`src/rtl/mux_arb_pkg.sv`:
```
// Shared limits and index helpers for the round-robin output mux.
package mux_arb_pkg;

   localparam int N_CH_MIN  = 2;
   localparam int N_CH_MAX  = 32;
   localparam int WIDTH_MIN = 1;
   localparam int WIDTH_MAX = 64;

   typedef enum logic {
      ST_EMPTY = 1'b0,
      ST_FULL  = 1'b1
   } out_state_t;

   // Channel-index width; a 2-channel mux still needs one bit.
   function automatic int ch_width(input int n_ch);
      int w;
      w = $clog2(n_ch);
      return (w < 1) ? 1 : w;
   endfunction

   // (base + step) mod n_ch for base < n_ch and step <= n_ch, without a divider.
   function automatic int wrap_idx(input int base, input int step, input int n_ch);
      int sum;
      sum = base + step;
      if (sum >= n_ch)
         sum = sum - n_ch;
      return sum;
   endfunction

endpackage

```
`src/rtl/rr_arbiter.sv`:
```
// Combinational round-robin grant: first valid channel above the last granted index.
module rr_arbiter
   import mux_arb_pkg::*;
#(
   parameter  int N_CH = 16,
   localparam int CH_W = ch_width(N_CH)
) (
   input  logic [N_CH-1:0] i_valid,
   input  logic [CH_W-1:0] i_last_ch,
   output logic [N_CH-1:0] o_grant,
   output logic [CH_W-1:0] o_grant_idx,
   output logic            o_grant_any
);

   logic [CH_W-1:0] w_cand;

   always_comb begin
      o_grant     = '0;
      o_grant_idx = '0;
      o_grant_any = 1'b0;
      w_cand      = '0;
      // Walking last_ch+1 .. last_ch+N_CH visits every channel once, ending on last_ch itself.
      for (int k = 1; k <= N_CH; k++) begin
         w_cand = CH_W'(wrap_idx(int'(i_last_ch), k, N_CH));
         if (!o_grant_any && i_valid[w_cand]) begin
            o_grant_any = 1'b1;
            o_grant_idx = w_cand;
            o_grant     = {{(N_CH-1){1'b0}}, 1'b1} << w_cand;
         end
      end
   end

endmodule

```
`src/rtl/mux_arb_rr.sv`:
```
// N-channel round-robin mux into a one-entry registered output stage.
// Define MUX_ARB_LOCK_EN to add the in_lock port for multi-word channel locking.
//
// state    | meaning
// ST_EMPTY | output register holds no word; a new word may always load
// ST_FULL  | output register holds a word; loads only when out_ready drains it
module mux_arb_rr
   import mux_arb_pkg::*;
#(
   parameter  int N_CH  = 16,
   parameter  int WIDTH = 32,
   localparam int CH_W  = ch_width(N_CH)
) (
   input  logic                  clk,
   input  logic                  reset,
`ifdef MUX_ARB_LOCK_EN
   input  logic [N_CH-1:0]       in_lock,
`endif
   input  logic [N_CH-1:0]       in_valid,
   input  logic [N_CH*WIDTH-1:0] in_data,
   output logic [N_CH-1:0]       in_ready,
   output logic                  out_valid,
   input  logic                  out_ready,
   output logic [WIDTH-1:0]      out_data,
   output logic [CH_W-1:0]       out_ch
);

   out_state_t       r_state;
   out_state_t       w_state_nxt;
   logic [CH_W-1:0]  r_last_ch;
   logic [WIDTH-1:0] r_out_data;
   logic [CH_W-1:0]  r_out_ch;

   logic             w_load;
   logic             w_accept;
   logic [N_CH-1:0]  w_rr_grant;
   logic [CH_W-1:0]  w_rr_idx;
   logic             w_rr_any;
   logic [N_CH-1:0]  w_grant;
   logic [CH_W-1:0]  w_idx;
   logic             w_grant_any;
   logic [WIDTH-1:0] w_ch_data [N_CH];

   for (genvar g = 0; g < N_CH; g++) begin : g_ch_data
      assign w_ch_data[g] = in_data[g*WIDTH +: WIDTH];
   end

   rr_arbiter #(
      .N_CH (N_CH)
   ) u_rr_arbiter (
      .i_valid     (in_valid),
      .i_last_ch   (r_last_ch),
      .o_grant     (w_rr_grant),
      .o_grant_idx (w_rr_idx),
      .o_grant_any (w_rr_any)
   );

`ifdef MUX_ARB_LOCK_EN
   logic r_locked;

   // While locked the grant is pinned to the last accepted channel (which is r_last_ch).
   always_comb begin
      w_grant     = w_rr_grant;
      w_idx       = w_rr_idx;
      w_grant_any = w_rr_any;
      if (r_locked) begin
         w_idx       = r_last_ch;
         w_grant_any = in_valid[r_last_ch];
         w_grant     = in_valid[r_last_ch] ? ({{(N_CH-1){1'b0}}, 1'b1} << r_last_ch) : '0;
      end
   end

   always_ff @(posedge clk) begin
      if (reset)
         r_locked <= 1'b0;
      else if (w_accept)
         r_locked <= in_lock[w_idx];
      else if (w_load && !in_valid[r_last_ch])
         r_locked <= 1'b0;
   end
`else
   always_comb begin
      w_grant     = w_rr_grant;
      w_idx       = w_rr_idx;
      w_grant_any = w_rr_any;
   end
`endif

   assign w_load   = (r_state == ST_EMPTY) || out_ready;
   assign w_accept = w_load && w_grant_any && !reset;
   assign in_ready = w_grant & {N_CH{w_load && !reset}};

   always_comb begin
      w_state_nxt = r_state;
      if (w_load)
         w_state_nxt = w_accept ? ST_FULL : ST_EMPTY;
   end

   always_ff @(posedge clk) begin
      if (reset) begin
         r_state    <= ST_EMPTY;
         r_out_data <= '0;
         r_out_ch   <= '0;
         r_last_ch  <= CH_W'(N_CH-1);
      end else begin
         r_state <= w_state_nxt;
         if (w_accept) begin
            r_out_data <= w_ch_data[w_idx];
            r_out_ch   <= w_idx;
            r_last_ch  <= w_idx;
         end
      end
   end

   assign out_valid = (r_state == ST_FULL);
   assign out_data  = r_out_data;
   assign out_ch    = r_out_ch;

endmodule

```
`config.mk`:
```
export PLATFORM = sky130hd
export DESIGN_NAME = mux_arb_rr
export DESIGN_NICKNAME = d
export VERILOG_FILES = /design/src/rtl/mux_arb_pkg.sv /design/src/rtl/rr_arbiter.sv /design/src/rtl/mux_arb_rr.sv
export SDC_FILE = /design/constraint.sdc
export NUM_CORES = 1
export LEC_CHECK = 0
export CORE_AREA = 2 2 225 227
export CTS_CLUSTER_DIAMETER = 30
export DETAILED_ROUTE_END_ITERATION = 8
export DIE_AREA = 0 0 227 229
export GPL_TIMING_DRIVEN = 0
export SYNTH_ARGS = -nofsm -noshare
export SYNTH_HDL_FRONTEND = slang
export SYNTH_SLANG_ARGS = --single-unit
export TNS_END_PERCENT = 100
```
`constraint.sdc`:
```
create_clock -name clk -period 8 [get_ports clk]
set_input_delay 1.6 -clock clk [delete_from_list [all_inputs] [get_ports clk]]
set_output_delay 1.6 -clock clk [all_outputs]
set_load 0.01 [all_outputs]
```
# ---- Word-level counts from Yosys, hierarchy flattened
# Index checks and enable logic that the tools add are counted.
dict set report classes {
  reduce_logical 35
  bitwise_logic 3
  n_mux 100
  n_lt_le_gt_ge 33
  add_sub_neg 32
  shift 16
}
# op n
set op_table {}
lappend op_table {{16-bit 2-to-1 mux} 16}
lappend op_table {{1-bit by 4-bit << shifter with 16-bit output (first input constant)} 16}
lappend op_table {{32-bit binary-select mux with 4-bit select} 1}
lappend op_table {{4-bit 2-to-1 mux} 32}
lappend op_table {{5-bit greater-or-equal comparator (second input constant)} 16}
lappend op_table {{4-bit by 5-bit < comparator with 1-bit output (second input constant)} 16}
lappend op_table {{1-bit binary-select mux with 4-bit select} 16}
lappend op_table {{32-bit 2-to-1 mux} 2}
lappend op_table {{4-bit by 1-bit subtractor with 4-bit output (second input constant)} 16}
lappend op_table {{4-bit by 4-bit adder with 5-bit output (second input constant)} 8}
lappend op_table {{1-bit 2-to-1 mux} 33}
lappend op_table {{4-bit by 3-bit adder with 5-bit output (second input constant)} 4}
lappend op_table {{1-bit logical AND} 18}
lappend op_table {{16-bit AND} 1}
lappend op_table {{1-bit zero test} 16}
lappend op_table {{4-bit by 2-bit adder with 5-bit output (second input constant)} 2}
lappend op_table {{4-bit by 5-bit adder with 6-bit output (second input constant)} 1}
lappend op_table {{6-bit by 5-bit greater-or-equal comparator with 1-bit output (second input constant)} 1}
lappend op_table {{4-bit by 1-bit adder with 5-bit output (second input constant)} 1}
lappend op_table {{4-bit inverter with 5-bit output} 1}
lappend op_table {{1-bit logical OR} 1}
lappend op_table {{1-bit inverter} 1}
dict set report word_totals {
  ff_bits 41
  out_inout_bits 53
  input_bits 531
  elab_cells 223
}

# ---- Depth between registers and ports, before layout
dict set report depth {
  ltp_word 55
  mapped_depth 24
  depth_no_buf 13
}

# ---- Hierarchy
# Synthesis repeated with hierarchy kept, for this count alone.
dict set report hier_totals {
  cells_unflattened 1318
  hier_area_um2 10652.7
}
# mod area_per_inst_um2 cells_each seq_area_each_um2 instances
set by_module_without_submodules {}
lappend by_module_without_submodules {mux_arb_rr 5505.3 540 820.8 1}
lappend by_module_without_submodules {rr_arbiter 5147.4 778 0.0 1}

# ---- Worst setup path after synthesis
# OpenSTA, ideal clock, no wires.
dict set report synth_path {
  path_type {register -> output}
  start {register r_last_ch[1]}
  end {output port in_ready[1]}
  n_path_buf 9
  required_ns 6.400
  path_slack_ns 0.411
  path_stages_with_launch 21
  t_arrival_ns 5.989
  path_cell_list {dfxtp_1 buf_4 buf_2 clkbuf_1 clkbuf_1 inv_1 ha_1 clkbuf_1 clkbuf_1 mux4_2 mux4_2 or4_1 buf_2 or3_1 buf_2 buf_1 nor2_1 nand2_1 o221ai_1 nor3_1 a211oi_1}
}
dict set report synth_via {
  elab_chain_len 52
}
# item line
set synth_rtl {}
lappend synth_rtl {{from (decl)} mux_arb_rr.sv:30} ;# logic [CH_W-1:0] r_last_ch;
lappend synth_rtl {{from (signal assigned)} mux_arb_rr.sv:104} ;# r_last_ch <= CH_W'(N_CH-1);
lappend synth_rtl {{from (signal assigned)} mux_arb_rr.sv:110} ;# r_last_ch <= w_idx;
lappend synth_rtl {{4-bit by 1-bit adder with 5-bit output} mux_arb_pkg.sv:24} ;# sum = base + step;
lappend synth_rtl {{4-bit by 1-bit subtractor with 4-bit output or 5-bit greater-or-equal comparator (tied branches)} {mux_arb_pkg.sv:26, mux_arb_pkg.sv:25}}
lappend synth_rtl {{4-bit 2-to-1 mux} mux_arb_pkg.sv:25} ;# if (sum >= n_ch)
lappend synth_rtl {{1-bit binary-select mux with 4-bit select} rr_arbiter.sv:25} ;# if (!o_grant_any && i_valid[w_cand]) begin
lappend synth_rtl {{1-bit 2-to-1 mux (not written as such)} rr_arbiter.sv:25}
lappend synth_rtl {{1-bit 2-to-1 mux} rr_arbiter.sv:25}
lappend synth_rtl {{1-bit zero test} rr_arbiter.sv:25}
lappend synth_rtl {{1-bit logical AND} rr_arbiter.sv:25}
lappend synth_rtl {{[36 not listed]} -}
lappend synth_rtl {{1-bit 2-to-1 mux} rr_arbiter.sv:25}
lappend synth_rtl {{1-bit zero test} rr_arbiter.sv:25}
lappend synth_rtl {{1-bit logical AND} rr_arbiter.sv:25}
lappend synth_rtl {{1-bit 2-to-1 mux} rr_arbiter.sv:25}
lappend synth_rtl {{1-bit zero test} rr_arbiter.sv:25}
lappend synth_rtl {{1-bit logical AND} rr_arbiter.sv:25}
lappend synth_rtl {{16-bit 2-to-1 mux (*)} rr_arbiter.sv:25}
lappend synth_rtl {{16-bit AND (*)} mux_arb_rr.sv:91} ;# assign in_ready = w_grant & {N_CH{w_load && !reset}};
lappend synth_rtl {{to (decl)} mux_arb_rr.sv:21} ;# output logic [N_CH-1:0] in_ready,
# Mark *: on every way between the ends. The rest lies on a longest branch, timed or not. The select of a mux whose other input is x is not followed.

# ---- Worst setup path after layout
dict set report layout_path {
  start {register r_last_ch[1]}
  end {output port in_ready[6]}
}
# The elaborated chain is that of the path after synthesis.

==> metrics.csv <==
metric;value;unit
crit_required;6.40;ns
cp-end-kind;primary output;
die_height;229;um
viasPerCell;6.61;
tns;-0.0282;ns
max_slew.worst_pin.slew;1.21;ns
period_share;100;%
post_drt_wl_per_cell;33.0;um
worst-path-max-fanout;10;
seq_area_frac_synth;5.49;%
fillerInstances;5201;
gr-total-overflow;0;
worstPathCellList;buf_8 -> buf_6 -> buf_4 -> clkbuf_8 -> clkinvlp_4 -> ha_4 -> clkbuf_8 -> mux4_2 -> mux2_2 -> mux2_2 -> nor4_2 -> clkbuf_2 -> nand4_1 -> nand2b_4 -> o221ai_1 -> o211ai_1 -> a211oi_1 -> nor3_1 -> a211oi_1 -> clkdlybuf4s50_1;
synth_top_family_by_area;simple AND/OR/NAND/NOR gates;
finalCriticalPeriod;8.03;ns
hold_class;reg2reg;
synth_top_area_cell;nand2_1;
cts_max_level;2;
synth_mux_area_share;16.0;%
syn_inst;2428;
synth_edf_count;0;
r2r_start;r_last_ch[1]$_SDFFE_PP1P_;
dp_hpwl;99.7;mm
async_flop_share;0;%
hold_viol;0;
cp_top_family;buffers and inverters;
clk_pin_slew_worst_paths;0.07;ns
worst_slack;-0.0282;ns
fin_nets;3590;
clock_path_buffers;2;
cts.sinks;41;
cts_tree;yes;
drc;0;
num_rows;82;
seqCellArea;826;um^2
path_buf_inv;8;
initial_core_util;30.1;%
synth_fa_ha_area_share;1.25;%
slowest_stage;clkdlybuf4s50_1;
gp_congestion;1.04;
slew-limit-headroom;19.6;%
syn_area_per_cell;6.16;um^2
synth_area_leaders;nand2_1, nor3_1, mux2_2, a21oi_1, dfxtp_1;
worstSetupStartpoint;r_last_ch[1]$_SDFFE_PP1P_;
ys.warnings.count;0;
multi_input_area;13200;um^2
synthXorXnorAreaFrac;0.703;%
crit_arrival;6.43;ns
drv_cap;0;
fp.dieW;227;um
grt_max_degree;20;
reg2reg_slack;0.71;ns
clk_latency;0.34;ns
cts_buffers;5;
grt_pass1_vias;22800;
track_usage;44.9;%
initialDrtViolationCount;3522;
cp-endpoint;in_ready[6];
rsz0062_at_grt;true;
outcome;finished, violations left;
vias;24700;
area_delta_synth_final;49.8;%
grt_pass1_wl;169;mm
worstReg2RegEnd;out_data[28]$_SDFFE_PP0P_;
path_class;reg2out;
synth_simple_gate_area_share;37.7;%
synth_top_area_share;14.4;%
finalSetupViolCount;1;
cpPeakStageDelay;0.57;ns
ff2ff_path_depth;22;
yosysUniqueCellTypes;79;
start_kind;flip-flop;
drv_slew;0;
ys_ff_latch;41;
syn_area;15000;um^2
cts_root_buf;clkbuf_16;
synth_flop_cell;dfxtp_1;
core-area;49700;um^2
grt_antenna_before_repair;31;
syn-num-nets;2974;
drive_above_1_share;8.93;%
dieArea;52000;um^2
numPortBuffers;583;
max_freq;0.125;GHz
dr.pass1.iters;6;
cp.depth;20;
ant_nets;0;
violations;setup timing;
clock_skew;0.0104;ns
synth-compound-area-share;31.0;%
num_io_pins;584;
routed_wl;123;mm
## placed cells by master, fill, tap and decap left out, types with 18 or more instances in the layout
| cell type | netlist | layout |
|---|---|---|
| and3_1 | 33 | 32 |
| buf_4 | 4 | 36 |
| dlygate4sd2_1 | 0 | 23 |
| inv_1 | 34 | 33 |
| mux2_2 | 83 | 83 |
| o221ai_1 | 22 | 22 |
| nor2_1 | 97 | 93 |
| and2_1 | 18 | 18 |
| a31oi_1 | 26 | 25 |
| buf_1 | 24 | 22 |
| a21oi_1 | 184 | 183 |
| nor3_1 | 236 | 234 |
| o211ai_1 | 52 | 52 |
| diode_2 | 0 | 19 |
| dfxtp_1 | 41 | 39 |
| clkdlybuf4s50_1 | 0 | 553 |
| o22ai_1 | 32 | 32 |
| nand3_1 | 144 | 141 |
| mux4_2 | 36 | 36 |
| a311oi_1 | 24 | 24 |
| o2111ai_1 | 33 | 33 |
| buf_2 | 40 | 36 |
| o21ai_0 | 47 | 46 |
| a2111oi_0 | 25 | 24 |
| mux2i_1 | 62 | 56 |
| a41oi_1 | 20 | 20 |
| a221oi_1 | 35 | 35 |
| nand2_1 | 573 | 571 |
| clkbuf_1 | 190 | 175 |
| nand4_1 | 68 | 68 |
| o22a_1 | 54 | 54 |
## cell type report
type	instances	area share (%)
Sequential cell	41	3.69
Inverter	36	0.626
Buffer	253	4.92
Timing Repair Buffer	615	27.1
Clock inverter	3	0.207
Clock buffer	5	0.559
Tap cell	672	3.75
Multi-Input combinational cell	2092	58.9
Antenna cell	19	0.212
## flip-flops by register name (all words and copies together) (netlist names)
register and flops:
r_last_ch 4, out_valid 1, out_data 32, out_ch 4
## worst reg2reg max path, delay by kind of cell, from the launching register on
| kind | cells | cell delay [ns] |
|---|---|---|
| flops | 1 | 0.44 |
| simple gates | 5 | 1.44 |
| buf+inv | 10 | 2.77 |
| compound gates | 2 | 0.35 |
| fa+ha+maj | 1 | 0.38 |
| mux | 4 | 1.77 |
## cells in the mapped netlist (6+ instances only)
library cell / n
nand2_1: 573
nor3_1: 236
clkbuf_1: 190
a21oi_1: 184
nand3_1: 144
nor2_1: 97
mux2_2: 83
nand4_1: 68
mux2i_1: 62
o22a_1: 54
o211ai_1: 52
o21ai_0: 47
dfxtp_1: 41
buf_2: 40
mux4_2: 36
a221oi_1: 35
inv_1: 34
and3_1: 33
o2111ai_1: 33
o22ai_1: 32
a31oi_1: 26
a2111oi_0: 25
a311oi_1: 24
buf_1: 24
o221ai_1: 22
a41oi_1: 20
and2_1: 18
ha_1: 15
a22oi_1: 14
a211oi_1: 13
o211a_1: 11
nor2b_1: 9
nor4_1: 9
or3_1: 9
xnor2_1: 8
o32ai_1: 7
or2_2: 6
## layer usage
metal	up-vias	track usage (%)	part of all wire, %	routed length (um)
met5	-	0	0.13	161
li1	10400	-	-	-
met1	11800	57.2	38	47300
met4	24	23.2	5.9	7270
met3	393	14.4	13	16200
met2	2049	67.3	43	52500
## cell families (layout without fill, tap and decap cells)
family,count (synthesis),in the layout
xor+xnor,12,12
buf+inv,295,912
other cells,0,19
fa+ha+maj,15,15
mux,183,183
simple gates,1229,1229
flops,41,41
compound gates,653,653
## metrics by stage
step                instances  hold WS, ns  setup slack, ns  utilization (%)  area, um^2
finish                   3736        0.486          -0.0282             45.1       22400
global route             3731        0.499           -0.171             45.1       22400
CTS                      3711        0.486          0.00940             44.7       22200
detailed placement       3686        0.469            -3.03             43.7       21700
global placement         3683        0.459            -2.91             43.6       21600
floorplan                2428        0.467            0.411                -       15000
## worst min path at each step
stage,startpoint,end,slack [ns],cells past startpoint
final,out_ch[0]$_SDFFE_PP0P_,out_ch[0]$_SDFFE_PP0P_,0.49,2
after detailed placement,out_ch[2]$_SDFFE_PP0P_,out_ch[2]$_SDFFE_PP0P_,0.47,2
after global placement,out_ch[2]$_SDFFE_PP0P_,out_ch[2]$_SDFFE_PP0P_,0.46,2
after global routing,out_ch[2]$_SDFFE_PP0P_,out_ch[2]$_SDFFE_PP0P_,0.50,2
after floorplan,out_ch[2]$_SDFFE_PP0P_,out_ch[2]$_SDFFE_PP0P_,0.47,2
after CTS,out_ch[2]$_SDFFE_PP0P_,out_ch[2]$_SDFFE_PP0P_,0.49,2
## repair_timing
action / CTS / global route
buffers inserted: 21 / 8
hold buffers: 0 / 0
pin swaps: 11 / 8
setup endpoints to repair: 55 / 15
gates resized for setup: 89 / 19
Power is left out: the tool's default activity adds up to more than one toggle a clock period on the data nets, which glitch-free logic cannot reach.
